**config.mk**
```make
export PLATFORM = sky130hd
export DESIGN_NAME = seg_disp_drv_flat
export DESIGN_NICKNAME = d
export VERILOG_FILES = /design/src/rtl/seg_disp_drv_if.sv /design/src/rtl/seg_disp_drv.sv /design/src/flat_wrapper.sv
export SDC_FILE = /design/constraint.sdc
export NUM_CORES = 1
export LEC_CHECK = 0
export BUFFER_PORTS_ARGS = -buffer_cell sky130_fd_sc_hd__buf_2
export CAP_MARGIN = 20
export CORE_ASPECT_RATIO = 0.7
export CORE_UTILIZATION = 60
export CTS_CLUSTER_SIZE = 30
export DETAILED_ROUTE_END_ITERATION = 7
export PLACE_DENSITY = 0.88
export SYNTH_ARGS = -nofsm -noshare
export SYNTH_HDL_FRONTEND = slang
export SYNTH_SLANG_ARGS = --single-unit
```
**constraint.sdc**
```tcl
create_clock -name mclk -period 6.25 [get_ports mclk]
set_clock_uncertainty 0.1 [all_clocks]
set_input_delay 0.3125 -clock mclk [delete_from_list [all_inputs] [get_ports mclk]]
set_output_delay 0.3125 -clock mclk [all_outputs]
set_load 0.01 [all_outputs]
```
**src/rtl/seg_disp_drv_if.sv**
```systemverilog
// Producer-to-display value handshake: din is transferred when din_valid & din_ready.
interface seg_disp_drv_if;
   logic [15:0] din;
   logic        din_valid;
   logic        din_ready;

   modport master (output din, output din_valid, input  din_ready);
   modport slave  (input  din, input  din_valid, output din_ready);
endinterface

```
**src/rtl/seg_disp_drv.sv**
```systemverilog
// Segment-side driver for a 4-digit seven-segment display.
// Values are double-buffered through a one-entry shadow slot and committed only
// on a scan-frame boundary, so a frame never shows a torn value. Adds
// leading-zero blanking, per-digit decimal point and per-digit blink.
module seg_disp_drv #(
   parameter int BLINK_W = 25
) (
   input  logic          mclk,
   input  logic          btn3,
   input  logic [3:0]    an,
   seg_disp_drv_if.slave bus,
   input  logic [3:0]    dp_mask,
   input  logic          blank_lz,
   input  logic [3:0]    blink_en,
   output logic [6:0]    seg,
   output logic          dp,
   output logic [3:0]    an_out,
   output logic          frame_done
);

   logic [3:0]         r_an_q;
   logic               r_pending;
   logic [15:0]        r_shadow;
   logic [15:0]        r_disp;
   logic [BLINK_W-1:0] r_cnt;
   logic [6:0]         r_seg;
   logic               r_dp;
   logic [3:0]         r_an_out;
   logic               r_frame_done;

   logic        w_boundary;
   logic        w_accept;
   logic        w_commit;
   logic [15:0] w_disp_nxt;
   logic        w_an_valid;
   logic [1:0]  w_idx;
   logic [3:0]  w_nib;
   logic [6:0]  w_hex;
   logic        w_lz_blank;
   logic        w_blink;
   logic [6:0]  w_seg;
   logic        w_dp;

   // A frame starts when the scan lands on digit 0 coming from anything else.
   assign w_boundary = (an == 4'b1110) && (r_an_q != 4'b1110);
   assign w_accept   = bus.din_valid && !r_pending;
   assign w_commit   = w_boundary && r_pending;
   // The digit shown in the boundary cycle already uses the value being
   // committed, so frame_done lines up with the first digit of the new value.
   assign w_disp_nxt = w_commit ? r_shadow : r_disp;
   assign bus.din_ready = !r_pending;

   // Decode the one-hot-low scan into a digit index; anything else is invalid.
   always_comb begin
      w_an_valid = 1'b1;
      w_idx      = 2'd0;
      case (an)
         4'b1110: w_idx = 2'd0;
         4'b1101: w_idx = 2'd1;
         4'b1011: w_idx = 2'd2;
         4'b0111: w_idx = 2'd3;
         default: w_an_valid = 1'b0;
      endcase
   end

   assign w_nib = w_disp_nxt[{w_idx, 2'b00} +: 4];

   // Active-low hex font, segment order {g,f,e,d,c,b,a}.
   always_comb begin
      w_hex = 7'h7F;
      case (w_nib)
         4'h0: w_hex = 7'h40;
         4'h1: w_hex = 7'h79;
         4'h2: w_hex = 7'h24;
         4'h3: w_hex = 7'h30;
         4'h4: w_hex = 7'h19;
         4'h5: w_hex = 7'h12;
         4'h6: w_hex = 7'h02;
         4'h7: w_hex = 7'h78;
         4'h8: w_hex = 7'h00;
         4'h9: w_hex = 7'h10;
         4'hA: w_hex = 7'h08;
         4'hB: w_hex = 7'h03;
         4'hC: w_hex = 7'h46;
         4'hD: w_hex = 7'h21;
         4'hE: w_hex = 7'h06;
         4'hF: w_hex = 7'h0E;
         default: w_hex = 7'h7F;
      endcase
   end

   // A digit is a leading zero when it and every more-significant digit are zero;
   // digit 0 always shows so a zero value still reads "0".
   always_comb begin
      w_lz_blank = 1'b0;
      case (w_idx)
         2'd3: w_lz_blank = (w_disp_nxt[15:12] == 4'h0);
         2'd2: w_lz_blank = (w_disp_nxt[15:8]  == 8'h00);
         2'd1: w_lz_blank = (w_disp_nxt[15:4]  == 12'h000);
         default: w_lz_blank = 1'b0;
      endcase
      w_lz_blank = w_lz_blank && blank_lz;
   end

   assign w_blink = blink_en[w_idx] && r_cnt[BLINK_W-1];

   // Blink blanks the whole digit including dp; leading-zero blank keeps dp.
   always_comb begin
      w_seg = 7'h7F;
      w_dp  = 1'b1;
      if (w_an_valid) begin
         if (!w_blink) begin
            w_seg = w_lz_blank ? 7'h7F : w_hex;
            w_dp  = ~dp_mask[w_idx];
         end
      end
   end

   // Shadow slot, committed display value, scan history and blink counter.
   always_ff @(posedge mclk) begin
      if (btn3) begin
         r_an_q    <= 4'hF;
         r_pending <= 1'b0;
         r_shadow  <= 16'h0000;
         r_disp    <= 16'h0000;
         r_cnt     <= '0;
      end else begin
         r_an_q <= an;
         r_cnt  <= r_cnt + 1'b1;
         r_disp <= w_disp_nxt;
         if (w_commit) begin
            r_pending <= 1'b0;
         end else if (w_accept) begin
            r_shadow  <= bus.din;
            r_pending <= 1'b1;
         end
      end
   end

   // Register the display outputs so seg/dp stay aligned with the delayed anode bus.
   always_ff @(posedge mclk) begin
      if (btn3) begin
         r_seg        <= 7'h7F;
         r_dp         <= 1'b1;
         r_an_out     <= 4'hF;
         r_frame_done <= 1'b0;
      end else begin
         r_seg        <= w_seg;
         r_dp         <= w_dp;
         r_an_out     <= an;
         r_frame_done <= w_boundary;
      end
   end

   assign seg        = r_seg;
   assign dp         = r_dp;
   assign an_out     = r_an_out;
   assign frame_done = r_frame_done;

endmodule
```
**src/flat_wrapper.sv**
```systemverilog
// flat-port wrapper written by rule: the top's interface ports become plain ports
module seg_disp_drv_flat 
#(
   parameter int BLINK_W = 25
)
  (mclk, btn3, an, dp_mask, blank_lz, blink_en, seg, dp, an_out, frame_done, bus_din, bus_din_valid, bus_din_ready);
  seg_disp_drv_if bus_i ();
  input  logic mclk;
  input  logic btn3;
  input  logic [3:0] an;
  input  logic [3:0] dp_mask;
  input  logic blank_lz;
  input  logic [3:0] blink_en;
  output logic [6:0] seg;
  output logic dp;
  output logic [3:0] an_out;
  output logic frame_done;
  input wire logic [$bits(bus_i.din)-1:0] bus_din;
  input wire logic [$bits(bus_i.din_valid)-1:0] bus_din_valid;
  output wire logic [$bits(bus_i.din_ready)-1:0] bus_din_ready;
  assign bus_i.din = bus_din;
  assign bus_i.din_valid = bus_din_valid;
  assign bus_din_ready = bus_i.din_ready;
  seg_disp_drv #(.BLINK_W(BLINK_W)) u_core (.mclk(mclk), .btn3(btn3), .an(an), .bus(bus_i), .dp_mask(dp_mask), .blank_lz(blank_lz), .blink_en(blink_en), .seg(seg), .dp(dp), .an_out(an_out), .frame_done(frame_done));
endmodule
```
After elaboration in Yosys (flattened, before gate mapping)
Memory sizes are Yosys's and may differ from the RTL's. A register that Yosys moved wholly into a read port is not among the register bits.
Index checks and enable logic that the tools add are counted.
{ "totals": {"rom_bits": 112, "latchBits": 0, "ram_bits": 0, "memories": 1, "output_inout_bits": 14, "regBits": 64} }
{ "classes": {"add_sub_neg": 1, "n_shift": 1, "bitwise_logic": 3, "magnitude_cmp": 1, "n_mux": 8, "n_reduce_logical": 14, "eq_ne": 8, "n_div": 0, "mul": 0} }
{ "mem_list": {"columns": ["memory", "depth", "width", "rd", "rd_clocked_by_memory_dff", "write_ports", "line", "text"], "rows": [
  ["(no name shown)", 16, 7, 1, 1, 0, "seg_disp_drv.sv:71", "case (w_nib)"]
]} }
{ "op_table": {"columns": ["op", "n"], "rows": [
  ["$add 25x1->25 const B", 1],
  ["$mux 16", 1],
  ["$shiftx 16x5->4", 1],
  ["$eq 4x4->1 const B", 3],
  ["$logic_not 12->1", 1],
  ["$logic_not 8->1", 1],
  ["$reduce_or 4->1", 2],
  ["$pmux 2 s3", 1],
  ["$logic_and 1x1->1", 5],
  ["$bmux 1 s2", 2],
  ["$eq 2x2->1 const B", 2],
  ["$eq 4x3->1 const B", 1],
  ["$logic_not 4->1", 1],
  ["$ne 4x4->1 const B", 1],
  ["$lt 2x3->1 const B", 1],
  ["$mux 1", 3],
  ["$not 1->1", 3],
  ["$pmux 1 s3", 1],
  ["$reduce_or 3->1", 1],
  ["$eq 2x1->1 const B", 1],
  ["$reduce_and 2->1", 1],
  ["$reduce_or 2->1", 1],
  ["$logic_not 1->1", 1]
]} }

Depth between registers and ports, before layout
{ "depth": {"word_depth": 8, "depth_mapped": 12} }

Worst setup path after synthesis
Ideal clock, no wire load.
{ "synth_timing": {"path_type": "input-to-reg", "start": "in an[0]", "end": "reg u_core.r_seg[3], in the netlist u_core.seg[3]", "cell_stages": 11, "setup_slack_ns": 3.454, "path_buffers": 2, "required_time_ns": 6.030, "arrival_ns": 2.576, "path_cell_list": "buf_6 > and4b_1 > nand3_4 > buf_6 > mux2i_1 > o221ai_1 > inv_1 > ha_1 > inv_1 > mux4_2 > or2_1"} }
{ "synth_via": {"elab_chain_len": 8} }
{ "synth_lines": {"columns": ["element", "line", "text"], "rows": [
  ["from (decl)", "flat_wrapper.sv:10", "input logic [3:0] an;"],
  ["$eq 4x4->1", "seg_disp_drv.sv:45, seg_disp_drv.sv:57", null],
  ["$logic_and 1x1->1", "seg_disp_drv.sv:45", "assign w_boundary = (an == 4'b1110) && (r_an_q != 4'b1110);"],
  ["$logic_and 1x1->1", "seg_disp_drv.sv:47", "assign w_commit = w_boundary && r_pending;"],
  ["$mux 16", "seg_disp_drv.sv:50", "assign w_disp_nxt = w_commit ? r_shadow : r_disp;"],
  ["$logic_not 12->1, or another cell as far along", "seg_disp_drv.sv:99", "2'd1: w_lz_blank = (w_disp_nxt[15:4] == 12'h000);"],
  ["$pmux 1 s3", "seg_disp_drv.sv:96", "case (w_idx)"],
  ["$logic_and 1x1->1", "seg_disp_drv.sv:102", "w_lz_blank = w_lz_blank && blank_lz;"],
  ["$reduce_or 4->1 (no source line)", null, null],
  ["to (decl)", "seg_disp_drv.sv:26", "logic [6:0] r_seg;"]
]} }
Several ways; a longest one is shown, not always the timed one. The select of a mux whose other input is x is not followed.
A chain may end at the register's enable or synchronous reset.

Worst setup path after layout
{ "layout_timing": {"start": "reg u_core.r_an_q[0]", "end": "reg u_core.r_seg[3], in the netlist u_core.seg[3]"} }
{ "layout_via": {"elab_chain_len": 8} }
{ "layout_lines": {"columns": ["element", "line", "text"], "rows": [
  ["from (decl)", "seg_disp_drv.sv:21", "logic [3:0] r_an_q;"],
  ["from (signal assigned)", "seg_disp_drv.sv:128", "r_an_q <= an;"],
  ["$ne 4x4->1 (*)", "seg_disp_drv.sv:45", null],
  ["$logic_and 1x1->1 (*)", "seg_disp_drv.sv:45", null],
  ["$logic_and 1x1->1 (*)", "seg_disp_drv.sv:47", null],
  ["$mux 16 (*)", "seg_disp_drv.sv:50", null],
  ["$logic_not 12->1, or another cell as far along", "seg_disp_drv.sv:99", null],
  ["$pmux 1 s3", "seg_disp_drv.sv:96", null],
  ["$logic_and 1x1->1", "seg_disp_drv.sv:102", null],
  ["$reduce_or 4->1 (no source line)", null, null]
]} }
Mark *: on every way between the ends. The rest lies on a longest branch, timed or not.

==> metrics.txt <==
total grt overflow=0; Synth Area in Simple Gates=22.2%; outcome=finished clean; # IOs=46; Chip Height=62.5 um; Routed wire per std cell=14.3 um; Overall Global Routing Usage=26.4%; post-CTS setup buffers=0; endpoints failing hold=0; Yosys top cell area share=45.3%; ys flop type=dfxtp_1; Reg-to-Reg End=u_core.seg[3]; CP Capture Type=flip-flop; largest net degree at the start of global routing=65; Post-CTS Resized=0; Post-Syn Area per Cell=9.05 sq um; Final Max Tran Viols=0; RD Place Congestion=0.862; H-tree depth=3; Yosys reg bits=71; crit path time final=3080 ps; asr flop ratio synth=0%; initial antenna violation count=0; Peak supply drop=0.205 mV; first-pass GRT wire length=11,000 um; Crit path max-delay family=simple AND/OR/NAND/NOR gates; maximum buffer depth of the clock tree=2; Crit Path Class=reg -> reg; core footprint=4910 sq um; largest family of logic cells by synthesized area=simple AND/OR/NAND/NOR gates; r2r setup slk=3170 ps; Layout fillers=376; Starting Density=63.9%; total of max-cap violations=0; via/cell ratio=5.64; Worst-path clk slew=70 ps; Critical Path Start Type=flip-flop; largest area contributor in the netlist=dfxtp_1; Post-synth EDFFs=0; post-synthesis instance total=347; Worst path max stage delay=510 ps; f_max=0.325 GHz; CTS Buf Count=9; Tot Pwr=915 uW; vias in the first global route=2,381; final WL=6580 um; setup TNS=0 ps; Area Overhead vs Synth=14.0%; Yosys cell types=51; Crit path buffers/inverters=2; Die X-Extent=88.5 um; hold slack final=94.8 ps; adder-cell share of the synthesized area=2.79%; clk sink count=71; Routed Antenna Nets=0; Seq/Total Area, Yosys=45.3%; Sw Ratio=23.8%; synthesized cell area=3140 sq um; internal power=697 uW; Reg2Reg Depth=9; syn_nets=386; combinational share of power=7.1%; CP most frequent cell=inv_1; Synth Area in XOR/XNOR=6.41%; routed vias=2,598; die area=5530 sq um; CP max-delay cell=o221ai_1; Slew HR=28.0%; mux share of post-synthesis cell area=7.25%; Hold EP=u_core.r_shadow[15]; Worst Max-Slew Pin Slew=1080 ps; worst-path maximum fanout=23; launching point of the worst reg2reg path=u_core.r_an_q[0]; CTS tree=done; clock power share=41.1%; std cell rows=21; Final Setup Violations=0; Syn. warnings=0; share of layout cells above drive strength 1=20.2%; CTS root buf=clkbuf_8; Leakage=1.50 nW; Critical Path AT=3230 ps; pwr dens=255 nW/um^2; Synth area leaders=dfxtp_1 45%, nand2_1 6.0%, nor2_1 5.4%; start point of the worst min-delay path=bus_din[15]; Skew-Pair Late Insertion Delay=350 ps; HP Class=in -> reg; 1st-iter DRT viols=206; post-synthesis compound-gate area fraction=12.4%; DR pass1 iterations=8; Final period util=49.3%; DP Wirelength=4510 um; DRC errors left=0; Hold Path Cell Cnt=3; input/output buffers=45; Critical Path RT=6390 ps; Sequential Power Share=51.8%; CTS Hold Buffers Added=0; RSZ-0062 raised after global routing=false; crit-path cells=nand4b_1, nand3_4, mux2i_1, o221ai_1, inv_1, ha_1, inv_1, mux4_2, or2_1; P_sw=217 uW; ANT cells=0; nets=426
cells in the mapped netlist (3+ instances only):
master and number:
a21oi_1 24, a221o_1 3, and3_1 10, buf_1 3, buf_2 3, clkbuf_1 8
dfxtp_1 71, ha_1 7, inv_1 8, mux2_2 4, mux2i_1 16, nand2_1 50
nand3_1 12, nand4b_1 3, nor2_1 45, nor2b_1 3, nor3b_1 3, nor4_1 3
o21ai_0 5, o22a_1 3, or2_2 4, xnor2_1 6, xor2_1 17
through the flow:
step                util, %  cell area, sq um  std cells  setup slack, ps
floorplan                 -              3140        347             3450
global placement       68.5              3370        444             3170
detailed placement     68.5              3370        444             3000
CTS                    72.7              3570        460             3190
global route           72.9              3580        461             3010
finish                 72.9              3580        461             3170
metal layers:
layer / track usage (%) / part of all wire (%) / vias up
met5: 0 / 0 / -
met4: 11.5 / 2.5 / 0
met3: 9.64 / 7.6 / 22
met2: 38.0 / 42 / 115
met1: 35.4 / 48 / 1181
li1: - / - / 1280
placed cells by master, fill, tap and decap left out, types with 2 or more instances in the layout:
cell type,netlist,routed
a211o_1,2,2
inv_1,8,8
nand4_1,2,2
ha_1,7,7
and3_1,10,10
nand4b_1,3,3
or3_1,2,2
nand2_1,50,50
nor4_1,3,3
o22a_1,3,3
buf_2,3,45
clkbuf_8,0,11
mux2i_1,16,16
a21oi_1,24,24
xor2_1,17,17
o41ai_1,2,2
nand3_1,12,12
nor3b_1,3,3
o21ai_0,5,5
a22oi_1,2,2
nor2_1,45,45
or2_2,4,4
a221o_1,3,3
mux2_2,4,4
xnor2_1,6,6
o221ai_2,2,2
dfxtp_1,71,71
clkinv_2,0,2
o221ai_1,2,2
nor2b_1,3,3
registers in the layout (all words and copies together) (netlist names):
register	count
u_core.dp	1
u_core.frame_done	1
u_core.r_an_q	4
u_core.r_cnt	25
u_core.r_disp	16
u_core.r_pending	1
u_core.r_shadow	16
u_core.seg	7
worst reg2reg max path, stage by stage, from the launching register on:
cell and delay (ps):
dfxtp_1 310, nand4b_1 270, nand3_4 360, mux2i_1 170, o221ai_1 510, inv_1 210, ha_1 350, inv_1 50
mux4_2 430, or2_1 210
how the worst max path moves through the flow:
stage / startpoint / to / cells past startpoint
finish: u_core.r_an_q[0] / u_core.seg[3] / 9
global route: u_core.r_an_q[0] / u_core.seg[3] / 9
CTS: u_core.r_an_q[0] / u_core.seg[3] / 9
detailed placement: an[3] / u_core.seg[3] / 10
global placement: an[0] / u_core.seg[3] / 10
floorplan: an[0] / u_core.seg[3] / 11
cells by family after synthesis:
logic type	after synthesis
AO/OA/AOI/OAI	54
buffers and inverters	25
AND/OR/NAND/NOR	146
flip-flops	71
multiplexers	21
adder cells (fa/ha/maj)	7
XOR/XNOR	23
power by group through the flow:
stage | clock network (mW) | registers (mW) | logic, mW
finish | 0.376 | 0.474 | 0.0652
global route | 0.400 | 0.475 | 0.0732
CTS | 0.380 | 0.474 | 0.0647
detailed placement | 0 | 0.484 | 0.0642
global placement | 0 | 0.483 | 0.0622
floorplan | 0 | 0.484 | 0.0423
area by class of cell:
cell class / count / area [sq um] / share of cell area, %
inverters: 8 / 30.0 / 0.839
well taps: 69 / 86.3 / 2.41
multi-input cells: 251 / 1600 / 44.8
flip-flops and latches: 71 / 1420 / 39.7
repair buffers: 46 / 233 / 6.50
clock inverters: 5 / 56.3 / 1.57
clock buffers: 11 / 151 / 4.23
(Power assumes the default switching activity.)
